===== config.mk =====
export PLATFORM = sky130hd
export DESIGN_NAME = collision_scheduler
export DESIGN_NICKNAME = d
export VERILOG_FILES = /design/src/rtl/collision_pkg.sv /design/src/rtl/collision_rr_arbiter.sv /design/src/rtl/collision_scheduler.sv
export SDC_FILE = /design/constraint.sdc
export NUM_CORES = 1
export LEC_CHECK = 0
export ABC_AREA = 1
export BUFFER_PORTS_ARGS = -buffer_cell sky130_fd_sc_hd__buf_4
export CAP_MARGIN = 20
export CORE_MARGIN = 8
export CORE_UTILIZATION = 44
export DETAILED_ROUTE_END_ITERATION = 10
export MAX_ROUTING_LAYER = met4
export PLACE_DENSITY = 0.68
export SYNTH_ARGS = -nofsm -noshare
export SYNTH_HDL_FRONTEND = slang
export SYNTH_SLANG_ARGS = --single-unit

===== constraint.sdc =====
create_clock -name clock -period 5.05 [get_ports clock]
set_input_delay 1.01 -clock clock [delete_from_list [all_inputs] [get_ports clock]]
set_output_delay 1.01 -clock clock [all_outputs]
set_load 0.03 [all_outputs]

===== src/rtl/collision_pkg.sv =====
// Shared definitions for the map-collision scheduler.
// Holds the requester ids, the scheduler state encoding and the default
// map geometry used by the scheduler and its round-robin arbiter.
package collision_pkg;

    // Requester ids; they also index req/done/blocked bits.
    localparam logic [1:0] ID_CHAR = 2'd0;
    localparam logic [1:0] ID_E1   = 2'd1;
    localparam logic [1:0] ID_E2   = 2'd2;

    // Default map geometry (pixels; tiles are 2**TILE_SHIFT pixels square).
    localparam int MAP_W      = 320;
    localparam int MAP_H      = 240;
    localparam int TILE_SHIFT = 4;
    localparam int MAP_COLS   = MAP_W >> TILE_SHIFT;

    typedef enum logic [1:0] {
        IDLE = 2'd0,
        READ = 2'd1,
        WAIT = 2'd2,
        DONE = 2'd3
    } state_t;

endpackage


===== src/rtl/collision_rr_arbiter.sv =====
// Three-way round-robin arbiter for the collision scheduler.
// Ports:
//   clock, reset  : system clock, synchronous active-high reset
//   req[2:0]      : request levels, bit i = requester id i
//   enable        : win_valid can only rise while enable is high
//   advance       : one-cycle strobe, moves the pointer past advance_id
//   advance_id    : id of the requester that just finished
//   win_id        : highest-priority requesting id (pointer first)
//   win_valid     : enable and at least one request present
module collision_rr_arbiter
    import collision_pkg::*;
(
    input  logic       clock,
    input  logic       reset,
    input  logic [2:0] req,
    input  logic       enable,
    input  logic       advance,
    input  logic [1:0] advance_id,
    output logic [1:0] win_id,
    output logic       win_valid
);

    logic [1:0] ptr_q;
    logic [1:0] cand1;
    logic [1:0] cand2;

    function automatic logic [1:0] next_id(input logic [1:0] id);
        return (id == ID_E2) ? ID_CHAR : id + 2'd1;
    endfunction

    always_comb begin
        cand1     = next_id(ptr_q);
        cand2     = next_id(cand1);
        win_valid = enable && (|req);
        if (req[ptr_q])
            win_id = ptr_q;
        else if (req[cand1])
            win_id = cand1;
        else
            win_id = cand2;
    end

    always_ff @(posedge clock) begin
        if (reset)
            ptr_q <= ID_CHAR;
        else if (advance)
            ptr_q <= next_id(advance_id);
    end

endmodule


===== src/rtl/collision_scheduler.sv =====
// Time-multiplexes the single-port map level memory between the player
// character (id 0) and two enemies (ids 1, 2). A granted mover has the map
// tile under each of its four sprite corners read in turn; any solid tile or
// out-of-map corner ends the check early with a blocked result.
// Ports:
//   clock, reset  : system clock, synchronous active-high reset
//   c_c_enable    : allows new grants when high
//   req[2:0]      : per-requester request level
//   req_x, req_y  : proposed sprite position, slice i = requester i
//   mem_addr      : map memory read address (holds outside READ)
//   mem_rd        : map memory read strobe
//   mem_data      : tile code, valid the cycle after mem_rd
//   done[2:0]     : one-cycle completion pulse per requester
//   blocked[2:0]  : collision result per requester, updated with done
//   busy          : high whenever a check is in progress
module collision_scheduler
    import collision_pkg::*;
#(
    parameter int X_W        = 9,
    parameter int Y_W        = 8,
    parameter int MAP_W      = collision_pkg::MAP_W,
    parameter int MAP_H      = collision_pkg::MAP_H,
    parameter int TILE_SHIFT = collision_pkg::TILE_SHIFT,
    parameter int SPRITE_S   = 16,
    parameter int MAP_D_W    = 2,
    parameter int ADDR_W     = 9
) (
    input  logic                 clock,
    input  logic                 reset,
    input  logic                 c_c_enable,
    input  logic [2:0]           req,
    input  logic [3*X_W-1:0]     req_x,
    input  logic [3*Y_W-1:0]     req_y,
    output logic [ADDR_W-1:0]    mem_addr,
    output logic                 mem_rd,
    input  logic [MAP_D_W-1:0]   mem_data,
    output logic [2:0]           done,
    output logic [2:0]           blocked,
    output logic                 busy
);

    localparam int COLS = MAP_W >> TILE_SHIFT;
    // One extra bit so the far-corner sum can never wrap back into the map.
    localparam int CX_W = X_W + 1;
    localparam int CY_W = Y_W + 1;

    state_t              state_q;
    state_t              state_d;
    logic [1:0]          k_q;
    logic [1:0]          win_q;
    logic [1:0]          arb_id;
    logic                arb_valid;
    logic [X_W-1:0]      x_q;
    logic [Y_W-1:0]      y_q;
    logic [CX_W-1:0]     cx;
    logic [CY_W-1:0]     cy;
    logic                oob;
    logic [ADDR_W-1:0]   corner_addr;
    logic [ADDR_W-1:0]   addr_hold_q;
    logic [2:0]          blocked_q;
    logic                grant;
    logic                step;
    logic                finish;
    logic                finish_blk;
    logic                advance;

    collision_rr_arbiter u_arb (
        .clock      (clock),
        .reset      (reset),
        .req        (req),
        .enable     (c_c_enable),
        .advance    (advance),
        .advance_id (win_q),
        .win_id     (arb_id),
        .win_valid  (arb_valid)
    );

    // Corner k: bit 0 selects the right edge, bit 1 the bottom edge.
    always_comb begin
        cx          = {1'b0, x_q} + (k_q[0] ? CX_W'(SPRITE_S - 1) : '0);
        cy          = {1'b0, y_q} + (k_q[1] ? CY_W'(SPRITE_S - 1) : '0);
        oob         = (cx >= CX_W'(MAP_W)) || (cy >= CY_W'(MAP_H));
        corner_addr = ADDR_W'(32'(cy >> TILE_SHIFT) * COLS + 32'(cx >> TILE_SHIFT));
    end

    always_comb begin
        state_d    = state_q;
        grant      = 1'b0;
        step       = 1'b0;
        finish     = 1'b0;
        finish_blk = 1'b0;
        advance    = 1'b0;
        case (state_q)
            IDLE: begin
                if (arb_valid) begin
                    grant   = 1'b1;
                    state_d = READ;
                end
            end
            READ: begin
                if (oob) begin
                    finish     = 1'b1;
                    finish_blk = 1'b1;
                    state_d    = DONE;
                end else begin
                    state_d = WAIT;
                end
            end
            WAIT: begin
                if (mem_data != '0) begin
                    finish     = 1'b1;
                    finish_blk = 1'b1;
                    state_d    = DONE;
                end else if (k_q == 2'd3) begin
                    finish  = 1'b1;
                    state_d = DONE;
                end else begin
                    step    = 1'b1;
                    state_d = READ;
                end
            end
            DONE: begin
                advance = 1'b1;
                state_d = IDLE;
            end
            default: state_d = IDLE;
        endcase
    end

    assign mem_rd   = (state_q == READ) && !oob;
    assign mem_addr = mem_rd ? corner_addr : addr_hold_q;
    assign done     = (state_q == DONE) ? (3'b001 << win_q) : 3'b000;
    assign blocked  = blocked_q;
    assign busy     = (state_q != IDLE);

    always_ff @(posedge clock) begin
        if (reset) begin
            state_q     <= IDLE;
            k_q         <= '0;
            blocked_q   <= '0;
            addr_hold_q <= '0;
        end else begin
            state_q <= state_d;
            if (grant)
                k_q <= '0;
            else if (step)
                k_q <= k_q + 2'd1;
            if (mem_rd)
                addr_hold_q <= corner_addr;
            // Result lands on the edge into DONE so blocked lines up with done.
            if (finish)
                blocked_q[win_q] <= finish_blk;
        end
    end

    // Winner and coordinates are captured at grant; later req_x/req_y
    // changes cannot disturb the check in flight.
    always_ff @(posedge clock) begin
        if (grant) begin
            win_q <= arb_id;
            x_q   <= req_x[arb_id*X_W +: X_W];
            y_q   <= req_y[arb_id*Y_W +: Y_W];
        end
    end

endmodule


; After elaboration in Yosys (flattened, before gate mapping)
; Index checks and enable logic that the tools add are counted.
[word_totals]
ff_bits = 37
output_inout_bits = 17
[op_classes]
add_sub_neg = 7
n_mul = 2
n_lt_le_gt_ge = 6
n_eq_ne = 8
shifts = 3
mux = 33
n_reduce_logical = 10
[op_table]
columns = op, n
row1 = indexed part select 27 x 7 -> 9 bit, 1
row2 = indexed part select 24 x 6 -> 8 bit, 1
row3 = two-way mux 2 bit, 8
row4 = two-way mux 1 bit, 14
row5 = "equality test 2 bit, second input constant", 6
row6 = adder 9 x 4 -> 10 bit, 1
row7 = "greater-or-equal comparator 10 x 9 -> 1 bit, second input constant", 1
row8 = adder 8 x 4 -> 9 bit, 1
row9 = adder 9 x 6 -> 9 bit, 1
row10 = "greater-or-equal comparator 9 x 8 -> 1 bit, second input constant", 1
row11 = "less-than comparator 2 x 3 -> 1 bit, second input constant", 3
row12 = two-way mux 9 bit, 1
row13 = "adder 2 x 1 -> 2 bit, second input constant", 4
row14 = two-way mux 4 bit, 2
row15 = case mux 2 bit (4 select lines), 1
row16 = "multiplier 5 x 3 -> 7 bit, second input constant", 1
row17 = "multiplier 2 x 4 -> 6 bit, second input constant", 1
row18 = binary-select mux 1 bit (select 2 bit), 2
row19 = case mux 1 bit (2 select lines), 2
row20 = nonzero test 2 bit, 2
row21 = bitwise mux 3 bit, 1
row22 = logical AND 1 bit, 3
row23 = two-way mux 3 bit, 1
row24 = OR reduction 3 bit, 1
row25 = other kinds (9), 9

; Depth between registers and ports, before layout
; Gate-level depths: netlist of run 1.
[logic_depth]
word_depth = 8
depth_mapped = 18

; By module
; A second synthesis of run 1 with hierarchy kept.
[hier_totals]
cells_unflattened = 393
hier_area_um2 = 2897.8
[by_module_without_submodules]
columns = mod, n_inst, cells_each, area_per_inst_um2
row1 = collision_scheduler, 1, 356, 2712.6
row2 = collision_rr_arbiter, 1, 37, 185.2

; Least setup slack after synthesis of run 1
; No wires, ideal clock.
[synth_timing]
path_type = register to output
start = register k_q[1]
end = output port mem_addr[8]
t_arrival_ns = 3.221
required_ns = 4.040
path_slack_ns = 0.819
stages_incl_launch_ff = 18
path_buffers = 0
path_cell_list = dfxtp_1 -> ha_1 -> fa_1 -> nand3_1 -> nand2_1 -> nand2_2 -> nor2_1 -> xor2_1 -> ha_1 -> ha_1 -> ha_1 -> nand2_1 -> o21ai_0 -> nand3_1 -> xor2_1 -> xnor2_1 -> nand2_1 -> nand2_1
[synth_between]
elab_chain_cells = 7
elab_cells_between_ends = 9
classes_between = add/sub: 2 / mul: 1 / order compare: 1 / mux: 2 / reduce/logical: 3
[synth_lines]
columns = item, line
row1 = from (decl), collision_scheduler.sv:49  ; logic [1:0] k_q;
row2 = from (signal assigned), collision_scheduler.sv:147  ; k_q <= k_q + 2'd1;
row3 = two-way mux 4 bit *, collision_scheduler.sv:81  ; cy = {1'b0, y_q} + (k_q[1] ? CY_W'(SPRITE_S - 1) : '0);
row4 = adder 8 x 4 -> 9 bit *, collision_scheduler.sv:81
row5 = branches (longest 4 deep; another with adder 9 x 6 -> 9 bit), -
row6 = two-way mux 9 bit *, -
row7 = to (decl), collision_scheduler.sv:34  ; output logic [ADDR_W-1:0] mem_addr,
; Mark *: on every way between the ends.

; Final worst setup path of run 1
; Same ends and word-level chain as after synthesis.

==> results of run 1 <==
==> layout by cell type (no fill, tap or decap), drive strengths merged <==
cell / count
o21ai: 47
edfxtp: 19
inv: 64
nand2: 78
nand4: 3
nand3b: 1
dfxtp: 18
clkinvlp: 1
o22ai: 1
fa: 4
o31ai: 1
nand3: 42
xnor2: 5
clkbuf: 7
o211ai: 1
buf: 76
nor2: 48
ha: 24
nor3: 3
a311oi: 1
xor2: 6
a21oi: 16
==> what timing repair did <==
item                       4_1_cts  5_1_grt
gates resized for setup          0        1
hold buffers                     0        0
setup endpoints to repair        0        1
==> worst paths after layout <==
| path | end | slack (ps) | cells after the start |
|---|---|---|---|
| max reg2reg | addr_hold_q[8]$_SDFF_PP0_ | 1770 | 17 |
| max | mem_addr[8] | 430 | 18 |
| min reg2reg | addr_hold_q[8]$_SDFF_PP0_ | 490 | 2 |
| min | addr_hold_q[8]$_SDFF_PP0_ | 490 | 2 |
==> metrics by stage <==
step / cell area, um2 / utilization [%] / power [W] / hold WS (ps)
after CTS: 3583 / 56.43 / 0.001204 / 490.8
after detailed placement: 3500 / 55.11 / 0.001000 / 476.4
after global placement: 3500 / 55.11 / 0.0009878 / 470.6
after floorplan: 2895 / - / 0.0008401 / 455.2
final: 3583 / 56.43 / 0.001185 / 487.8
after global routing: 3583 / 56.43 / 0.001286 / 505.8
==> cells by family after synthesis <==
logic type,Yosys count
AOI/OAI and AO/OA,67
xor gates and xnor gates,11
adders and majority gates,28
buffers and inverters,73
DFF,37
and+or+nand+nor,175
==> area by class of cell <==
| type | count | area share (%) |
|---|---|---|
| inverters | 64 | 6.704 |
| well taps | 77 | 2.689 |
| clock buffers | 7 | 2.130 |
| clock inverters | 1 | 0.2095 |
| flip-flops and latches | 37 | 25.98 |
| repair buffers | 76 | 15.92 |
| multi-input cells | 281 | 46.37 |
==> synth_stat cells <==
library cell and count:
sky130_fd_sc_hd__nand2_1 65, sky130_fd_sc_hd__inv_1 61, sky130_fd_sc_hd__nor2_1 46, sky130_fd_sc_hd__nand3_1 40, sky130_fd_sc_hd__o21ai_0 26, sky130_fd_sc_hd__ha_1 24
sky130_fd_sc_hd__edfxtp_1 19, sky130_fd_sc_hd__dfxtp_1 18, sky130_fd_sc_hd__o21ai_1 14, sky130_fd_sc_hd__a21oi_1 13, sky130_fd_sc_hd__nand2_2 9, sky130_fd_sc_hd__o21ai_2 7
sky130_fd_sc_hd__xor2_1 6, sky130_fd_sc_hd__xnor2_1 5, sky130_fd_sc_hd__buf_2 4, sky130_fd_sc_hd__fa_1 4, sky130_fd_sc_hd__nand2_4 4, sky130_fd_sc_hd__a21oi_2 3
sky130_fd_sc_hd__inv_2 3, sky130_fd_sc_hd__nand4_1 3, sky130_fd_sc_hd__buf_4 2, sky130_fd_sc_hd__clkbuf_1 2, sky130_fd_sc_hd__nand3_2 2, sky130_fd_sc_hd__nor2_2 2
sky130_fd_sc_hd__nor3_2 2, sky130_fd_sc_hd__a311oi_1 1, sky130_fd_sc_hd__buf_12 1, sky130_fd_sc_hd__nand3b_1 1, sky130_fd_sc_hd__nor3_1 1, sky130_fd_sc_hd__o211ai_1 1
sky130_fd_sc_hd__o22ai_1 1, sky130_fd_sc_hd__o31ai_1 1
==> registers in the layout, summed over array words and instances (netlist names) <==
register / flops
blocked: 3
u_arb.ptr_q: 2
win_q: 2
k_q: 2
addr_hold_q: 9
state_q: 2
x_q: 9
y_q: 8
==> routing by layer <==
metal / GRT usage, % / wire [um] / vias to the layer above
li1: - / - / 1416
met1: 15.81 / 3059 / 1192
met2: 23.44 / 2976 / 63
met3: 2.774 / 250 / 8
met4: 5.325 / 112 / 0
met5: - / 0 / -
==> report_power, final <==
| part | switching [W] | internal, W | total [W] |
|---|---|---|---|
| Clock | 0.000102 | 0.0000976 | 0.000200 |
| Sequential | 0.0000353 | 0.000381 | 0.000416 |
| Combinational | 0.000351 | 0.000219 | 0.000570 |
| Total | 0.000488 | 0.000697 | 0.00119 |
==> critical path, delay by kind of cell, from the launching register on <==
family	cells	cell delay (ps)
adder cells (fa/ha/maj)	5	1480
AND/OR/NAND/NOR	8	650
XOR/XNOR	3	470
flip-flops	1	390
AO/OA/AOI/OAI	1	180
buffers and inverters	1	150
==> results.txt, run 1 <==
----------------------------------------------------
[STA]
  Hold violation total from the final report ... 0
  Unrepaired setup endpoints after global routing ... false
  Final worst-path setup slack ... around 430 ps
  Worst-case headroom to the max-slew limit ... a little under three fifths
  Final TNS setup ... 0 ps
  Final period utilization ... between 90 and 100%
  Achievable Freq ... around 220 MHz
  Slew at the pin with the worst max-slew slack ... 648.4 ps
  Minimum clock period ... approximately 4600 ps
  Setup-failing EPs final ... 0
  Pins over their slew limit ... 0
  Setup Skew ... about 7.2 ps

[Finish]
  Number of filler cells placed in the layout ... a little under 600
  Area taken by flip-flops and latches ... ~930 um2
  Number of antenna cells inserted ... 0
  Multi-input combinational cell area ... around 1700 um2
  Synth-to-Final Area Change ... 23.77%
  Share of final-layout standard cells stronger than drive strength 1 ... between 20% and 30%
  Final-stage net count ... 552
  Post-Layout Cell Count ... approximately 540

[Global route]
  Vias in the first global route ... roughly 2.6k
  Maximum number of pins on one net before global-route repair ... 35
  Remaining global-route overflow ... 0
  Initial antenna violation count ... 0
  Global-route usage over all layers ... between 10% and 20%
  Wire length of the first global-routing pass ... 11050 um

[Clock tree]
  Clk Tree Root Cell ... sky130_fd_sc_hd__clkbuf_8
  Cts bufs inserted ... 5
  Maximum root-to-sink buffer count ... 2
  Maximum level of the CTS H-tree ... 2
  TritonCTS clock tree ... yes
  Clock latency on the worst-skew pair ... between 200 and 300 ps
  TritonCTS Sinks ... 37
  Clock transition at the registers of the reported paths ... roughly 80 ps
  Number of buffers added for setup after CTS ... 0

[Floorplanning]
  Effective utilization at floorplan ... ~46%
  Die footprint ... ~9400 um2
  Top-level port count ... between 70 and 80
  Die Y ... 97.12 um
  Overall die width ... approximately 97 um
  Standard-cell rows ... 29
  Core outline area ... between 6000 and 7000 um2

[Yosys]
  Post-synthesis xor/xnor area fraction ... 3.328%
  Syn Nets ... 478
  Post-synthesis simple-gate area fraction ... between 20% and 30%
  Adder-cell share of the synthesized area ... between 10% and 20%
  Area of the mapped netlist ... between 2000 and 3000 um2
  Top post-synthesis cells by area ... sky130_fd_sc_hd__edfxtp_1 (20%), sky130_fd_sc_hd__dfxtp_1 (12%), sky130_fd_sc_hd__ha_1 (10%), sky130_fd_sc_hd__nand2_1 (8.4%), sky130_fd_sc_hd__inv_1 (7.9%)
  Post-synth top area share ... between 10% and 20%
  Post-synthesis cell type count ... 32
  Mean Syn Cell Area ... 7.405 um2
  Post-synthesis mux area share ... 0%
  Sequential area share after synthesis ... about 32%
  Synth Register Bits ... 37
  Synthesized-area fraction occupied by ao, oa, aoi and oai cells ... between 10% and 20%
  YS warnings ... 0
  Largest family of logic cells by synthesized area ... simple AND/OR/NAND/NOR gates
  Gate count of the mapped netlist ... a little under 400
  Top cell type by total area after synthesis ... sky130_fd_sc_hd__edfxtp_1

[Critical path]
  CP Launch Point ... k_q[1]$_SDFFE_PP0P_
  CP Data Required Time ... 4040 ps
  Category of the worst setup path launch point ... flop
  Critical-path top delay cell ... sky130_fd_sc_hd__dfxtp_1
  Largest fanout on the critical path ... 7
  Critical Path Sink Type ... output port
  Critical Path Max Stage Delay ... around 400 ps
  Startpoint of the most critical register-to-register path ... k_q[1]$_SDFFE_PP0P_
  Series of cell instances along the critical path ... ha_1, fa_1, nand3_1, nand2_1, nand2_2, nor2_1, xor2_1, ha_1, ha_1, ha_1, nand2_1, o21ai_1, nand3_1, xor2_1, xnor2_1, nand2_1, nand2_1, buf_4
  Type of the worst setup path ... flop to output port
  WP data arrival ... 3610 ps

[Pwr]
  Static leakage ... 1.831 nW
  Pwr Density ... between 300 and 400 nW/um2
  IR Drop Worst-Case VDD ... approximately 0.00023 V

[Placement]
  Total of buffers placed on input and output ports ... 75
  Pre-CTS WS ... around 640 ps
  # placed instances ... between 500 and 600
  Post-detail-place hpwl ... between 5000 and 6000 um
  Final estimated routing congestion in global placement ... 0.8774

[Detailed routing]
  Number of vias after detailed routing ... approximately 2.7k
  DRT antenna net count ... 0
  Number of remaining DRC errors ... 0
  Average routed wire per standard cell ... about 12 um
  Total Routed Length ... roughly 6400 um
  Pre-antenna DRT Iters ... 5
  DRT iter0 DRCs ... 60
  Vias/cell ... 4.934

[Hold path]
  Tightest Hold Check Type ... flop to flop
  Worst hold start ... addr_hold_q[8]$_SDFF_PP0_

[Job]
  Number of max-cap violations ... 0

[Status]
  Status ... complete, no violations

----------------------------------------------------
Note: power is estimated with default switching activity, not from simulation.
==> run 2: changes to the inputs <==
BUFFER_PORTS_ARGS = not set   (was -buffer_cell sky130_fd_sc_hd__buf_4)
DONT_BUFFER_PORTS = 1   (was not set)
PLACE_DENSITY = not set   (was 0.68)
==> results.txt, run 2 (same netlist as run 1, synthesis figures left out) <==
----------------------------------------------------
[STA]
  Final TNS setup ... 0 ps (unchanged)
  Minimum clock period ... 4687 ps (+63.15 ps)
  Final period utilization ... 92.82% (+1.3 points)
  Setup-failing EPs final ... 0 (unchanged)
  Worst-case headroom to the max-slew limit ... 36.25% (-21 points)
  Achievable Freq ... 213.3 MHz (-1.3%)
  Worst-case hold slack ... 478.9 ps (-8.922 ps)
  Hold violation total from the final report ... 0 (unchanged)
  Setup Skew ... 7.876 ps (+0.6564 ps)
  Unrepaired setup endpoints after global routing ... false
  Pins over their slew limit ... 0 (unchanged)
  Slew at the pin with the worst max-slew slack ... 948.9 ps (+300.5 ps)

[Global route]
  Met2 track demand over resource in global routing ... 19.90% (-3.5 points)
  Remaining global-route overflow ... 0 (unchanged)
  Busiest metal layer after global routing ... met2
  Wire length of the first global-routing pass ... 9977 um (-9.7%)
  Met1 usage ... 16.05% (+0.24 points)
  Vias in the first global route ... 2302 (-12%)
  Initial antenna violation count ... 0 (unchanged)
  Global routing met3 resource utilization ... 2.418% (-0.36 points)
  Global-route usage over all layers ... 12.68% (-1.2 points)
  Maximum number of pins on one net before global-route repair ... 35 (unchanged)

[Floorplanning]
  Overall die width ... 97.12 um (unchanged)
  Die Y ... 97.12 um (unchanged)
  Effective utilization at floorplan ... 45.60% (unchanged)
  Core outline area ... 6350 um2 (unchanged)
  Die footprint ... 9432 um2 (unchanged)
  Standard-cell rows ... 29 (unchanged)
  Top-level port count ... 76 (unchanged)

[Critical path]
  Series of cell instances along the critical path ... ha_1, fa_1, nand3_1, nand2_1, nand2_2, nor2_1, xor2_1, ha_1, ha_1, ha_1, nand2_1, o21ai_0, nand3_1, xor2_1, xnor2_1, nand2_1, nand2_2
  Critical-path top delay cell ... sky130_fd_sc_hd__dfxtp_1
  Critical Path Sink Type ... output port
  Type of the worst setup path ... flop to output port
  Startpoint of the most critical register-to-register path ... k_q[1]$_SDFFE_PP0P_
  Critical Path Max Stage Delay ... 390 ps (about the same)
  WP data arrival ... 3680 ps (+70 ps)
  CP Data Required Time ... 4040 ps (about the same)
  Largest fanout on the critical path ... 7 (unchanged)
  Library cell appearing most often on the critical path ... sky130_fd_sc_hd__ha_1
  Sum of buffers and inverters on the critical path ... 0 (-1)
  Kind of cell adding the most delay to the critical path ... adder cells
  Category of the worst setup path launch point ... flop
  CP Launch Point ... k_q[1]$_SDFFE_PP0P_

[Finish]
  Final-stage net count ... 477 (-14%)
  Post-route cell area ... 3029 um2 (-15%)
  Share of final-layout standard cells stronger than drive strength 1 ... 10.23% (-14 points)
  Synth-to-Final Area Change ... 4.624%
  Number of filler cells placed in the layout ... 647 (+8.4%)
  Number of antenna cells inserted ... 0 (unchanged)
  Top flop regs ... addr_hold_q (9), x_q (9), y_q (8)
  Utilization after layout ... 47.70% (-8.7 points)
  Commonest cells after routing, fill and taps aside ... sky130_fd_sc_hd__nand2_1 (64), sky130_fd_sc_hd__inv_1 (61), sky130_fd_sc_hd__nor2_1 (46)
  Leading cell type in the layout, fill and taps excluded ... sky130_fd_sc_hd__nand2_1

[Pwr]
  IR Drop Worst-Case VDD ... 0.0002056 V (-10%)
  Static leakage ... 1.469 nW (-20%)
  Power, Total ... 0.001113 W (-6.1%)
  Net switching fraction of the power ... 42.81% (+1.6 points)
  Clock network fraction of design power ... 19.3% (+2.5 points)
  Proportion of power drawn by flip-flops and latches ... 37.7% (+2.6 points)
  Comb power frac ... 42.9% (-5.2 points)
  Pwr Density ... 367.3 nW/um2 (+11%)
  Switching power ... 0.0004763 W (-2.4%)
  Cell internal pwr ... 0.0006363 W (-8.7%)

[Hold path]
  Tightest Hold Check Type ... flop to flop
  Worst hold start ... addr_hold_q[7]$_SDFF_PP0_

[Clock tree]
  Clk Tree Root Cell ... sky130_fd_sc_hd__clkbuf_8
  Cts bufs inserted ... 5 (unchanged)
  TritonCTS Sinks ... 37 (unchanged)
  Number of buffers added for setup after CTS ... 0 (unchanged)
  Clock transition at the registers of the reported paths ... 70 ps (about the same)
  TritonCTS clock tree ... yes
  Maximum root-to-sink buffer count ... 2 (unchanged)
  Clock latency on the worst-skew pair ... 290 ps (about the same)
  Total of cells resized after clock tree synthesis ... 0 (unchanged)
  Number of buffers inserted by hold repair at cts ... 0 (unchanged)
  Maximum level of the CTS H-tree ... 2 (unchanged)

[Placement]
  Total of buffers placed on input and output ports ... 0 (-100%)
  Area of placed instances ... 2937 um2 (-16%)
  Post-detail-place hpwl ... 4912 um (-8.4%)
  Final estimated routing congestion in global placement ... 0.8900 (+1.4%)

[Detailed routing]
  DRT iter0 DRCs ... 115 (+92%)
  Vias/cell ... 5.158 (+4.5%)
  Number of vias after detailed routing ... 2414 (-9.9%)
  Pre-antenna DRT Iters ... 4 (-1)
  Average routed wire per standard cell ... 12.78 um (+8.5%)
  DRT antenna net count ... 0 (unchanged)
  Total Routed Length ... 5982 um (-6.5%)
  Number of remaining DRC errors ... 0 (unchanged)

[Job]
  Number of max-cap violations ... 0 (unchanged)

[Status]
  Status ... complete, no violations

----------------------------------------------------
run 2: final timing paths:
kind / depth (start not counted) / end / slack [ps]
worst max-delay path: 17 / mem_addr[8] / 360
worst min-delay path: 2 / addr_hold_q[7]$_SDFF_PP0_ / 480
worst min register to register: 2 / addr_hold_q[7]$_SDFF_PP0_ / 480
worst max register to register: 17 / addr_hold_q[8]$_SDFF_PP0_ / 1650
run 2: metal layers:
layer  wire length [um]  vias to the layer above  part of all wire (%)
met5                  0                        -                     0
li1                   -                     1263                     -
met3                304                        5                   5.1
met4                 78                        0                   1.3
met2               2599                       86                    43
met1               3000                     1060                    50
run 2: worst reg2reg max path, stage by stage (launching register included):
cell and delay [ps]:
sky130_fd_sc_hd__dfxtp_1 390, sky130_fd_sc_hd__ha_1 270, sky130_fd_sc_hd__fa_1 380, sky130_fd_sc_hd__nand3_1 110
sky130_fd_sc_hd__nand2_1 70, sky130_fd_sc_hd__nand2_2 100, sky130_fd_sc_hd__nor2_1 60, sky130_fd_sc_hd__xor2_1 150
sky130_fd_sc_hd__ha_1 200, sky130_fd_sc_hd__ha_1 280, sky130_fd_sc_hd__ha_1 350, sky130_fd_sc_hd__nand2_1 60
sky130_fd_sc_hd__o21ai_0 240, sky130_fd_sc_hd__nand3_1 130, sky130_fd_sc_hd__xor2_1 170, sky130_fd_sc_hd__xnor2_1 130
sky130_fd_sc_hd__nand2_1 110, sky130_fd_sc_hd__a21oi_2 130
run 2: per-stage QoR:
stage / cells / worst slack, ps
floorplan: 391 / 819.0
global placement: 460 / 652.5
detailed placement: 460 / 570.4
CTS: 468 / 237.4
global route: 468 / 71.17
finish: 468 / 362.6
run 2: area by class of cell:
type | count | area, um2 | area share (%)
Sequential cell | 37 | 930.9 | 30.73
Tap cell | 77 | 96.34 | 3.180
Timing Repair Buffer | 1 | 7.507 | 0.2478
Multi-Input combinational cell | 281 | 1664 | 54.94
Clock buffer | 8 | 90.09 | 2.974
Inverter | 64 | 240.2 | 7.931
run 2: power groups by stage:
stage	logic (W)	registers [W]	clock network (W)
floorplan	0.000425	0.000415	0
global placement	0.000476	0.000425	0
detailed placement	0.000482	0.000427	0
CTS	0.000484	0.000420	0.000221
global route	0.000542	0.000427	0.000230
finish	0.000478	0.000420	0.000215
==> run 3: changes to the inputs <==
==> constraint.sdc (replaced) <==
create_clock -name clock -period 5.05 [get_ports clock]
set_input_delay 0.2525 -clock clock [delete_from_list [all_inputs] [get_ports clock]]
set_output_delay 0.2525 -clock clock [all_outputs]
set_load 0.03 [all_outputs]
==> results.txt, run 3 (same netlist as run 1, synthesis figures left out) <==
----------------------------------------------------
[Status]
  Status ... complete, no violations

[Detailed routing]
  Pre-antenna DRT Iters ... 4 (unchanged)
  Total Routed Length ... 6017 um (+0.59%)
  Vias/cell ... 5.074 (-1.6%)
  Average routed wire per standard cell ... 12.80 um (+0.16%)
  DRT antenna net count ... 0 (unchanged)
  Number of vias after detailed routing ... 2385 (-1.2%)
  DRT iter0 DRCs ... 121 (+5.2%)
  Number of remaining DRC errors ... 0 (unchanged)

[Floorplanning]
  Overall die width ... 97.12 um (unchanged)
  Standard-cell rows ... 29 (unchanged)
  Top-level port count ... 76 (unchanged)
  Die Y ... 97.12 um (unchanged)
  Die footprint ... 9432 um2 (unchanged)
  Effective utilization at floorplan ... 45.60% (unchanged)
  Core outline area ... 6350 um2 (unchanged)

[Placement]
  Area of placed instances ... 2937 um2 (unchanged)
  Final estimated routing congestion in global placement ... 0.8912 (+0.13%)
  Pre-CTS WS ... 1328 ps (+757.7 ps)
  Total of buffers placed on input and output ports ... 0 (unchanged)
  Post-detail-place hpwl ... 4940 um (+0.57%)
  # placed instances ... 460 (unchanged)

[STA]
  Achievable Freq ... 249.8 MHz (+17%)
  Final worst-path setup slack ... 1046 ps (+683.7 ps)
  Minimum clock period ... 4004 ps (-683.7 ps)
  Hold violation total from the final report ... 0 (unchanged)
  Setup-failing EPs final ... 0 (unchanged)
  Setup Skew ... 9.491 ps (+1.614 ps)
  Unrepaired setup endpoints after global routing ... false
  Slew at the pin with the worst max-slew slack ... 932.1 ps (-16.84 ps)
  Final TNS setup ... 0 ps (unchanged)
  Worst-case headroom to the max-slew limit ... 37.38% (+1.1 points)
  Final period utilization ... 79.28% (-14 points)
  Pins over their slew limit ... 0 (unchanged)
  Worst-case hold slack ... 20.26 ps (-458.6 ps)

[Global route]
  Met1 usage ... 15.82% (-0.23 points)
  Global routing met3 resource utilization ... 2.418% (unchanged)
  Vias in the first global route ... 2281 (-0.91%)
  Initial antenna violation count ... 0 (unchanged)
  Met2 track demand over resource in global routing ... 20.10% (+0.21 points)
  Wire length of the first global-routing pass ... 9991 um (+0.14%)
  Remaining global-route overflow ... 0 (unchanged)
  Busiest metal layer after global routing ... met2
  Maximum number of pins on one net before global-route repair ... 35 (unchanged)
  Global-route usage over all layers ... 12.74% (+0.067 points)

[Finish]
  Synth-to-Final Area Change ... 5.099%
  Top flop regs ... addr_hold_q (9), x_q (9), y_q (8)
  Share of final-layout standard cells stronger than drive strength 1 ... 10.43% (+0.20 points)
  Area taken by flip-flops and latches ... 930.9 um2 (unchanged)
  Number of antenna cells inserted ... 0 (unchanged)
  Post-route cell area ... 3043 um2 (+0.45%)
  Multi-input combinational cell area ... 1662 um2 (-0.15%)
  Leading cell type in the layout, fill and taps excluded ... sky130_fd_sc_hd__nand2_1
  Number of filler cells placed in the layout ... 651 (+0.62%)
  Commonest cells after routing, fill and taps aside ... sky130_fd_sc_hd__nand2_1 (65), sky130_fd_sc_hd__inv_1 (61), sky130_fd_sc_hd__nor2_1 (46)
  Post-Layout Cell Count ... 470 (+0.43%)
  Final-stage net count ... 479 (+0.42%)

[Critical path]
  Kind of cell adding the most delay to the critical path ... adder cells
  Series of cell instances along the critical path ... ha_1, fa_1, nand3_1, nand2_1, nand2_2, nor2_1, xor2_1, ha_1, ha_1, ha_1, nand2_1, o21ai_0, nand3_1, xor2_1, xnor2_1, nand2_1, nand2_1
  Startpoint of the most critical register-to-register path ... k_q[1]$_SDFFE_PP0P_
  Largest fanout on the critical path ... 7 (unchanged)
  Category of the worst setup path launch point ... flop
  Reg-to-Reg End ... addr_hold_q[8]$_SDFF_PP0_
  Worst R2R Setup Slack ... 1670 ps (+20 ps)
  Type of the worst setup path ... flop to output port
  Critical Path Sink Type ... output port
  CP Data Required Time ... 4800 ps (+760 ps)
  Worst reg-to-reg path cell count ... 17 (unchanged)
  Sum of buffers and inverters on the critical path ... 0 (unchanged)
  WP data arrival ... 3750 ps (+70 ps)
  Critical Path Max Stage Delay ... 390 ps (about the same)
  Critical-path top delay cell ... sky130_fd_sc_hd__dfxtp_1

[Clock tree]
  TritonCTS Sinks ... 37 (unchanged)
  Clock latency on the worst-skew pair ... 290 ps (about the same)
  TritonCTS clock tree ... yes
  Maximum level of the CTS H-tree ... 2 (unchanged)
  Cts bufs inserted ... 5 (unchanged)
  Clk Tree Root Cell ... sky130_fd_sc_hd__clkbuf_8
  Total of cells resized after clock tree synthesis ... 0 (unchanged)
  Maximum root-to-sink buffer count ... 2 (unchanged)
  Clock transition at the registers of the reported paths ... 80 ps (about the same)

[Hold path]
  Worst hold start ... reset
  Worst min-delay path endpoint ... addr_hold_q[3]$_SDFF_PP0_
  Tightest Hold Check Type ... primary input to flop
  WHS Path Cells ... 1 (-1)

[Pwr]
  Static leakage ... 1.476 nW (+0.49%)
  IR Drop Worst-Case VDD ... 0.0002299 V (+12%)
  Pwr Density ... 363.0 nW/um2 (-1.2%)

[Job]
  Number of max-cap violations ... 0 (unchanged)

----------------------------------------------------
[run 3: changes by cell type in the layout (fill, tap and decap cells not counted), sizes merged]
cell         delta
clkbuf          -3
dlygate4sd3     +2
clkinvlp        +1
clkinv          +2
[run 3: worst reg2reg max path, stage by stage, from the launching register on]
cell,delay [ps]
sky130_fd_sc_hd__dfxtp_1,390
sky130_fd_sc_hd__ha_1,280
sky130_fd_sc_hd__fa_1,370
sky130_fd_sc_hd__nand3_1,110
sky130_fd_sc_hd__nand2_1,70
sky130_fd_sc_hd__nand2_2,100
sky130_fd_sc_hd__nor2_1,60
sky130_fd_sc_hd__xor2_1,150
sky130_fd_sc_hd__ha_1,210
sky130_fd_sc_hd__ha_1,280
sky130_fd_sc_hd__ha_1,350
sky130_fd_sc_hd__nand2_1,60
sky130_fd_sc_hd__o21ai_0,250
sky130_fd_sc_hd__nand3_1,130
sky130_fd_sc_hd__xor2_1,180
sky130_fd_sc_hd__xnor2_1,130
sky130_fd_sc_hd__nand2_1,100
sky130_fd_sc_hd__a21oi_2,130
[run 3: worst max path at each step]
| stage | slack, ps | depth (start not counted) | startpoint | end |
|---|---|---|---|---|
| 2_1_floorplan | 1580 | 17 | k_q[1]$_SDFFE_PP0P_ | mem_addr[8] |
| 3_3_place_gp | 1410 | 17 | k_q[1]$_SDFFE_PP0P_ | mem_addr[8] |
| 3_5_place_dp | 1330 | 17 | k_q[1]$_SDFFE_PP0P_ | mem_addr[8] |
| 4_1_cts | 1010 | 17 | k_q[1]$_SDFFE_PP0P_ | mem_addr[8] |
| 5_1_grt | 770 | 17 | k_q[1]$_SDFFE_PP0P_ | mem_addr[8] |
| 6_report | 1050 | 17 | k_q[1]$_SDFFE_PP0P_ | mem_addr[8] |
[run 3: layout make-up]
type / instances / share of cell area, %
clock inverters: 3 / 0.5757
repair buffers: 3 / 0.9046
well taps: 77 / 3.166
flip-flops and latches: 37 / 30.59
inverters: 64 / 7.895
multi-input cells: 281 / 54.61
clock buffers: 5 / 2.262
[run 3: per-stage QoR]
| step | total power (W) | util, % |
|---|---|---|
| floorplan | 0.0008401 | - |
| global placement | 0.0009012 | 46.25 |
| detailed placement | 0.0009103 | 46.25 |
| CTS | 0.001122 | 47.76 |
| global route | 0.001193 | 47.92 |
| finish | 0.001104 | 47.92 |
[run 3: report_power, final]
| group | leakage (nW) | internal (W) | switching (W) |
|---|---|---|---|
| sequential | 0.327 | 0.000381 | 0.0000386 |
| combinational | 1.10 | 0.000145 | 0.000334 |
| clock | 0.0439 | 0.0000953 | 0.000111 |
| total | 1.48 | 0.000621 | 0.000484 |
[run 3: layer usage]
| metal | share of wire (%) | wire length, um | vias to the layer above |
|---|---|---|---|
| met4 | 1.4 | 87 | 0 |
| met3 | 3.5 | 211 | 5 |
| met5 | 0 | 0 | - |
| met2 | 44 | 2656 | 60 |
| li1 | - | - | 1268 |
| met1 | 51 | 3062 | 1052 |
[run 3: what timing repair did]
action / CTS / global route
endpoints found under the hold margin: 2 / 1
setup buffers: 0 / 0
hold buffers: 1 / 1
endpoints found under the setup margin: 0 / 0
